### src/rtl/target_frame_parser.sv
// -----------------------------------------------------------------------------
// target_frame_parser
//
// Assembles 11-byte command frames from the UART byte stream and publishes
// the four 16-bit flight targets when the header and additive checksum match.
//
// Frame: HDR0 HDR1 P0 P1 P2 P3 P4 P5 P6 P7 CS, where CS = (P0+...+P7) mod 256.
// Payload is big-endian: height={P0,P1}, pitch={P2,P3}, roll={P4,P5},
// yaw={P6,P7}.
//
// A valid frame is first copied into a shadow register. The shadow is then
// published to target_* when update_hold is low. A frame that completes
// while update_hold is high stays pending until hold is released. If a newer
// valid frame arrives first, it replaces the pending one.
//
// Ports:
//   clk            system clock
//   rst_n          asynchronous reset, active-HIGH (1 = in reset)
//   rx_data[7:0]   received byte, qualified by rx_valid
//   rx_valid       one-cycle strobe per received byte
//   update_hold    1 = controller is reading targets; defer publication
//   target_renew   one-cycle pulse; target_* were updated this cycle
//   target_height  height target
//   target_pitch   pitch target (two's complement)
//   target_roll    roll target (two's complement)
//   target_yaw     yaw target (two's complement)
//   frame_err      one-cycle pulse on checksum failure or inter-byte timeout
//   err_cnt[7:0]   saturating count of frame_err pulses
// -----------------------------------------------------------------------------
module target_frame_parser #(
    parameter int unsigned TIMEOUT_CYC = 500000,
    parameter logic [7:0]  HDR0        = 8'hAA,
    parameter logic [7:0]  HDR1        = 8'h55
) (
    input  logic        clk,
    input  logic        rst_n,
    input  logic [7:0]  rx_data,
    input  logic        rx_valid,
    input  logic        update_hold,
    output logic        target_renew,
    output logic [15:0] target_height,
    output logic [15:0] target_pitch,
    output logic [15:0] target_roll,
    output logic [15:0] target_yaw,
    output logic        frame_err,
    output logic [7:0]  err_cnt
);

    localparam int TW = $clog2(TIMEOUT_CYC + 1);

    typedef enum logic [1:0] {
        WAIT_H0,
        WAIT_H1,
        PAYLOAD,
        CHECK
    } state_t;

    state_t         state;
    logic [2:0]     idx;
    logic [7:0]     sum;
    logic [63:0]    pay_sr;    // P0 ends up in [63:56], P7 in [7:0]
    logic [63:0]    shadow;
    logic           pending;
    logic [TW-1:0]  tmo_cnt;

    logic           timeout_hit;
    state_t         byte_st;
    logic           cs_ok;
    logic           cs_bad;
    logic           err_now;

    // The timeout takes priority over a byte that arrives on the same edge.
    // That byte is then interpreted as if the parser were already idle.
    always_comb begin
        timeout_hit = (state != WAIT_H0) && (tmo_cnt == TW'(TIMEOUT_CYC - 1));
        byte_st     = timeout_hit ? WAIT_H0 : state;
        cs_ok       = rx_valid && (byte_st == CHECK) && (rx_data == sum);
        cs_bad      = rx_valid && (byte_st == CHECK) && (rx_data != sum);
        err_now     = timeout_hit || cs_bad;
    end

    // NOTE: rst_n is active-high here. The sensitivity list uses posedge,
    // and the reset branch is taken when rst_n == 1.
    always_ff @(posedge clk or posedge rst_n) begin
        if (rst_n) begin
            state         <= WAIT_H0;
            idx           <= '0;
            sum           <= '0;
            pay_sr        <= '0;
            shadow        <= '0;
            pending       <= 1'b0;
            tmo_cnt       <= '0;
            target_renew  <= 1'b0;
            target_height <= '0;
            target_pitch  <= '0;
            target_roll   <= '0;
            target_yaw    <= '0;
            frame_err     <= 1'b0;
            err_cnt       <= '0;
        end else begin
            // NOTE: every register here uses non-blocking assignments. Later
            // statements in this block therefore see the pre-edge values,
            // and a later assignment overrides an earlier default.
            target_renew <= 1'b0;
            frame_err    <= err_now;

            // Count idle cycles inside a frame.
            if (rx_valid || (state == WAIT_H0) || timeout_hit)
                tmo_cnt <= '0;
            else
                tmo_cnt <= tmo_cnt + TW'(1);

            if (timeout_hit)
                state <= WAIT_H0;

            if (rx_valid) begin
                case (byte_st)
                    WAIT_H0: begin
                        state <= (rx_data == HDR0) ? WAIT_H1 : WAIT_H0;
                    end
                    WAIT_H1: begin
                        if (rx_data == HDR1) begin
                            state <= PAYLOAD;
                            idx   <= '0;
                            sum   <= '0;
                        end else if (rx_data == HDR0) begin
                            state <= WAIT_H1;   // resync on a repeated HDR0
                        end else begin
                            state <= WAIT_H0;
                        end
                    end
                    PAYLOAD: begin
                        // Header values are ordinary data inside the payload.
                        pay_sr <= {pay_sr[55:0], rx_data};
                        sum    <= sum + rx_data;
                        idx    <= idx + 3'd1;
                        if (idx == 3'd7)
                            state <= CHECK;
                    end
                    CHECK: begin
                        state <= WAIT_H0;
                    end
                    default: state <= WAIT_H0;
                endcase
            end

            // A frame completing this edge is published directly when hold
            // is low, giving a single renew. It also supersedes any older
            // pending frame.
            if (cs_ok) begin
                shadow <= pay_sr;
                if (!update_hold) begin
                    target_height <= pay_sr[63:48];
                    target_pitch  <= pay_sr[47:32];
                    target_roll   <= pay_sr[31:16];
                    target_yaw    <= pay_sr[15:0];
                    target_renew  <= 1'b1;
                    pending       <= 1'b0;
                end else begin
                    pending <= 1'b1;
                end
            end else if (pending && !update_hold) begin
                target_height <= shadow[63:48];
                target_pitch  <= shadow[47:32];
                target_roll   <= shadow[31:16];
                target_yaw    <= shadow[15:0];
                target_renew  <= 1'b1;
                pending       <= 1'b0;
            end

            if (err_now && (err_cnt != 8'hFF))
                err_cnt <= err_cnt + 8'd1;
        end
    end

endmodule

### config.mk
export PLATFORM = sky130hd
export DESIGN_NAME = target_frame_parser
export DESIGN_NICKNAME = d
export VERILOG_FILES = /design/src/rtl/target_frame_parser.sv
export SDC_FILE = /design/constraint.sdc
export NUM_CORES = 1
export LEC_CHECK = 0
export CAP_MARGIN = 30
export CORE_UTILIZATION = 50
export DETAILED_ROUTE_END_ITERATION = 10
export GPL_TIMING_DRIVEN = 0
export PLACE_DENSITY = 0.76
export SKIP_LAST_GASP = 1
export SYNTH_ARGS = -nofsm -noshare
export SYNTH_HDL_FRONTEND = slang
export SYNTH_SLANG_ARGS = --single-unit
### constraint.sdc
create_clock -name clk -period 11.5 [get_ports clk]
set_input_delay 2.3 -clock clk [delete_from_list [all_inputs] [get_ports clk]]
set_output_delay 2.3 -clock clk [all_outputs]
set_load 0.01 [all_outputs]
==> flow_summary.yaml, run 1 <==
placement:
  place_area_sq_mm: 0.0120
  io_buffers: 85
  numPlacedInstances: 1215
  routabilityCongestion: 0.861
  dp.final_hpwl_um: 14400
layout:
  layout_common_cells: "dfrtp_1, clkdlybuf4s50_1, mux2_2"
  syn2layout_area_growth_pct: 20.4
  final_common_cell: "dfrtp_1"
  nets: 992
  nFillCells: 1662
  antenna_cells: 0
  fin_cells: 1263
  post_route_cells_drive_above_1_share: 0.218
  final_area_sq_mm: 0.0130
  final_core_util: 0.615
clock_tree:
  hold_buffers: 0
  cts_buffers: 26
  cts_setup_buffers: 0
  cts_root_buf: "clkbuf_16"
  clkSinkCount: 235
  cts_resized: 0
  worst_skew_pair.late_latency_ns: 0.53
  clock_path_buffers: 3
  clk_pin_slew_ns: 0.06
  cts_tree: "yes"
  cts_max_level: 1
job:
  max-cap-violations: 0
floorplan:
  die_h_um: 149
  num_io_pins: 86
  die_area_sq_mm: 0.0221
  core.rowCount: 53
  initial_core_util: 0.511
  die_w_um: 149
  core_sq_mm: 0.0211
pwr:
  power.leakage_nw: 6.47
  peakVddDrop_v: 0.000149
  power_density_mw_per_mm2: 196
global_route:
  grt_use_met1: 0.280
  grtUsageMet3: 0.0269
  track_usage: 0.203
  grt_pass1_vias: 6820
  overflow: 0
  grt_pass1_wl_um: 35700
  grt_max_degree: 127
  grt-busiest-layer: "met2"
  grt_use_met2: 0.339
  antenna_found_initial: 0
timing:
  final.setup_skew_ns: 0.0205
  tns_ns: 0
  whs_ns: 0.486
  rsz0062_at_grt: "false"
  period_needed_ns: 4.67
  fmax_mhz: 214
  final-setup-viol-count: 0
  relSlewSlack: 0.492
  tightestPinTransition_ns: 0.762
  hold_viol_final: 0
  finalCritPeriodShare: 0.406
  drv_slew: 0
setup_path:
  startpoint: "rx_data[1]"
  criticalPathCategory: "input pin to flop"
  r2r_end: "target_roll[7]"
  reg2regPathDepth: 8
  worst_path_max_delay_cell: "clkdlybuf4s50_1"
  cpPeakStageDelay_ns: 0.62
  critPathMaxFanout: 10
  cp-end-kind: "flop"
  cp.arrival_ns: 5.05
  cp-start-kind: "input pin"
  rrSetupSlack_ns: 8.79
  cp.required_ns: 11.88
  critPathCapture: "target_roll[7]"
  r2r-start: "sum[5]"
  path_cells: "clkdlybuf4s50_1 > ha_1 > nor4_1 > nand3_1 > a211o_2 > a21oi_2 > buf_4 > buf_2 > o22ai_1"
logic_synthesis:
  avgSynthCellArea_sq_um: 12.6
  synth_top_family_by_area: "multiplexers"
  synth_seq_cells: 235
  synthArstFlopShare: 1.00
  syn-cell-area_sq_mm: 0.0108
  synth_fp_nets: 878
  ys.flop_type: "dfrtp_1"
  synth-simple-area-share: 0.0887
  yosysUniqueCellTypes: 54
  synth-xor-area-share: 0.0228
  yosys_warnings: 0
  synth_cells: 854
  synth_fa_ha_area_frac: 0.0146
  synth_compound_area_frac: 0.0643
  yosysSeqAreaShare: 0.546
  synth_edf_count: 0
  synth_mux_area_frac: 0.210
drt:
  vias_per_cell: 5.36
  wl_um: 21600
  via_count: 6766
  final_antenna_net_count: 0
  dr.first_iter.drc_count: 286
  drc: 0
  wl_per_cell_um: 17.1
  dr.pass1.iters: 5
status:
  outcome: "complete, no violations"
min_path:
  hold_path.class: "flop to flop"
power by group:
group	internal, mW	leakage [nW]	switching, mW
Combinational	0.265	2.96	0.202
Clock	0.579	0.472	0.336
Sequential	0.991	3.04	0.166
Total	1.84	6.47	0.704
worst min-delay path by stage:
stage	endpoint	cells after the start	start	slack [ns]
after floorplan	sum[2]	2	sum[2]	0.45
after global placement	sum[3]	2	sum[3]	0.47
after detailed placement	sum[3]	2	sum[3]	0.48
after CTS	tmo_cnt[0]	1	tmo_cnt[0]	0.49
after global routing	shadow[55]	1	shadow[55]	0.51
final	sum[3]	2	sum[3]	0.49
flip-flops by register name, indices dropped and copies added, names as in the netlist:
signal / count
shadow: 64
target_pitch: 16
state: 2
frame_err: 1
idx: 3
target_yaw: 16
target_renew: 1
target_roll: 16
pending: 1
err_cnt: 8
target_height: 16
tmo_cnt: 19
sum: 8
pay_sr: 64
area by class of cell:
class / count / area (sq um) / area share
Inverter: 74 / 285 / 0.0220
Timing Repair Buffer: 86 / 878 / 0.0678
Sequential cell: 235 / 5880 / 0.454
Clock inverter: 10 / 189 / 0.0146
Buffer: 46 / 298 / 0.0230
Clock buffer: 38 / 776 / 0.0599
Multi-Input combinational cell: 499 / 4310 / 0.333
Tap cell: 275 / 344 / 0.0265
through the flow:
stage | power (mW) | setup slack, ns
2_1_floorplan | 1.46 | 2.75
3_3_place_gp | 1.61 | -0.175
3_5_place_dp | 1.64 | 6.32
4_1_cts | 2.56 | 6.86
5_1_grt | 2.66 | 6.65
6_report | 2.54 | 6.83
critical path: cells and delay by family:
kind                       cells  cell delay [ns]
AOI/OAI and AO/OA              3             0.69
buffers and inverters          3             1.11
and+or+nand+nor                2             0.64
adders and majority gates      1             0.29
Yosys cell counts, drive strengths merged (8+ instances only):
cell type,number,area share
and2,64,0.037
and3,8,0.0046
buf,32,0.023
clkbuf,14,0.0049
dfrtp,235,0.55
ha,11,0.013
inv,74,0.026
mux2,128,0.15
mux2i,65,0.060
nand2,14,0.0049
nand3,12,0.0056
nor2,33,0.012
o21ai,10,0.0050
o22ai,64,0.037
xnor2,12,0.0098
xor2,16,0.013
per-layer routing:
| layer | wire length [um] | part of all wire | vias to the layer above |
|---|---|---|---|
| li1 | - | - | 3192 |
| met1 | 10100 | 0.47 | 3413 |
| met2 | 10400 | 0.48 | 127 |
| met3 | 755 | 0.035 | 34 |
| met4 | 415 | 0.019 | 0 |
| met5 | 0 | 0 | - |
cells by family (layout without fill, tap and decap cells):
family / Yosys count / after routing
adder cells (fa/ha/maj): 12 / 12
buffers and inverters: 120 / 254
XOR/XNOR: 28 / 28
AO/OA/AOI/OAI: 103 / 103
AND/OR/NAND/NOR: 163 / 163
flip-flops: 235 / 235
multiplexers: 193 / 193
(Power assumes the default switching activity.)
==> run 2, diff against run 1 <==
==> constraint.sdc (replaced) <==
create_clock -name clk -period 4.4 [get_ports clk]
set_input_delay 0.88 -clock clk [delete_from_list [all_inputs] [get_ports clk]]
set_output_delay 0.88 -clock clk [all_outputs]
set_load 0.01 [all_outputs]
==> run 2 against run 1 <==
Effect of this change: combinational power rose to 2.6 times the previous value; critical endpoint is now target_yaw[12]; setup slack got worse by 5.7 ns; register-to-register slack worse by 7.1 ns; non-clock buffer count grew 5; total power rose to 2.6 times the previous value; die area unchanged; first-iteration DRC count is 0.70% lower; wire length grew 0.88%; critical path depth unchanged; count of clock-buffer cells in the layout decreased by 1.
==> flow_summary.yaml, run 2 (synthesis results as in run 1) <==
pwr:
  p_int_mw: 4.72
  combinationalPowerShare: 0.185
  power_density_mw_per_mm2: 506
  power_mw: 6.59
  pwr-share-clk: 0.355
  peakVddDrop_v: 0.000435
  swShare: 0.284
  seqPwrFrac: 0.460
  power.leakage_nw: 6.50
  p_switching_mw: 1.87
placement:
  io_buffers: 85
  pre_cts_slack_ns: 0.619
  dp.final_hpwl_um: 14900
  routabilityCongestion: 0.880
  place_area_sq_mm: 0.0121
global_route:
  overflow: 0
  grt_pass1_vias: 6928
  grt_pass1_wl_um: 36300
  antenna_found_initial: 0
  track_usage: 0.206
  grt_max_degree: 45
clock_tree:
  cts_setup_buffers: 0
  cts_tree: "yes"
  clkSinkCount: 235
  hold_buffers: 0
  cts_resized: 0
  worst_skew_pair.late_latency_ns: 0.54
  clock_path_buffers: 3
  cts_max_level: 1
  cts_root_buf: "clkbuf_16"
  cts_buffers: 27
  clk_pin_slew_ns: 0.06
layout:
  layout_common_cells: "dfrtp_1, clkdlybuf4s50_1, mux2_2"
  final_common_cell: "dfrtp_1"
  antenna_cells: 0
  final_core_util: 0.618
  nets: 998
  reg_top3: "pay_sr: 64 flops, shadow: 64 flops, tmo_cnt: 19 flops"
  final_area_sq_mm: 0.0130
  syn2layout_area_growth_pct: 21.1
  post_route_cells_drive_above_1_share: 0.223
status:
  outcome: "complete, no violations"
setup_path:
  criticalPathCategory: "input pin to flop"
  cpPeakStageDelay_ns: 0.50
  critPathMaxFanout: 10
  cp-start-kind: "input pin"
  cp.required_ns: 4.78
  crit_family: "buffers and inverters"
  cp.arrival_ns: 3.60
  crit_buf_inv: 3
  rrSetupSlack_ns: 1.70
  worst_path_max_delay_cell: "clkdlybuf4s50_1"
  path_cells: "clkdlybuf4s50_1 > ha_1 > nor4_1 > nand3_1 > a211o_2 > a21oi_2 > buf_4 > buf_2 > o22ai_1"
  cp-end-kind: "flop"
timing:
  relSlewSlack: 0.448
  rsz0062_at_grt: "false"
  finalCritPeriodShare: 0.732
  final-setup-viol-count: 0
  drv_slew: 0
  whs_ns: 0.494
  tightestPinTransition_ns: 0.821
  period_needed_ns: 3.22
  fin_ws_ns: 1.18
  fmax_mhz: 310
  final.setup_skew_ns: 0.0273
  hold_viol_final: 0
floorplan:
  core_sq_mm: 0.0211
  initial_core_util: 0.511
  die_w_um: 149
  die_h_um: 149
  core.rowCount: 53
  num_io_pins: 86
  die_area_sq_mm: 0.0221
drt:
  dr.first_iter.drc_count: 284
  final_antenna_net_count: 0
  drc: 0
  wl_per_cell_um: 17.2
  dr.pass1.iters: 4
  vias_per_cell: 5.39
  via_count: 6845
  wl_um: 21800
min_path:
  hold_path.class: "flop to flop"
job:
  max-cap-violations: 0
[run 2: cell types whose count changed in the layout (fill, tap and decap cells not counted)]
cell	before	now
buf_16	1	0
clkinvlp_4	1	3
clkbuf_1	18	17
buf_12	0	6
clkbuf_8	8	7
bufinv_16	5	3
inv_16	0	1
clkinv_8	1	0
clkbuf_16	26	27
clkinv_2	3	4
clkinv_4	0	1
[run 2: final cells by class]
| type | instances | area [sq um] |
|---|---|---|
| Clock inverter | 12 | 165 |
| Sequential cell | 235 | 5880 |
| Buffer | 46 | 298 |
| Fill cell | 1646 | 8050 |
| Multi-Input combinational cell | 499 | 4310 |
| Timing Repair Buffer | 91 | 971 |
| Inverter | 74 | 282 |
| Clock buffer | 37 | 783 |
| Tap cell | 275 | 344 |
[run 2: power groups by stage]
stage / clock network (mW) / registers [mW] / logic [mW]
finish: 2.34 / 3.03 / 1.22
global route: 2.48 / 3.10 / 1.34
CTS: 2.38 / 3.03 / 1.24
detailed placement: 0 / 3.06 / 1.22
global placement: 0 / 3.04 / 1.17
floorplan: 0 / 2.92 / 0.899
[run 2: per-stage QoR]
stage,TNS (ns),std cells
after detailed placement,0,1220
after global placement,-302.26,1214
after CTS,0,1269
after global routing,0,1269
after floorplan,0,854
final,0,1269
[run 2: per-layer routing]
metal / track usage / vias to the layer above / wire [um]
li1: - / 3208 / -
met1: 0.284 / 3478 / 10100
met2: 0.345 / 122 / 10600
met3: 0.0321 / 37 / 776
met4: 0.0423 / 0 / 376
met5: 0 / - / 0
[run 2: final timing paths]
path	startpoint	to	cells past startpoint
worst min register to register	tmo_cnt[0]	tmo_cnt[0]	1
max in group asynchronous	rst_n	target_roll[5]	5
min in group asynchronous	rst_n	pay_sr[62]	2
worst min-delay path	tmo_cnt[0]	tmo_cnt[0]	1
worst max-delay path	rx_data[5]	target_yaw[12]	9
worst max register to register	sum[5]	target_yaw[12]	8
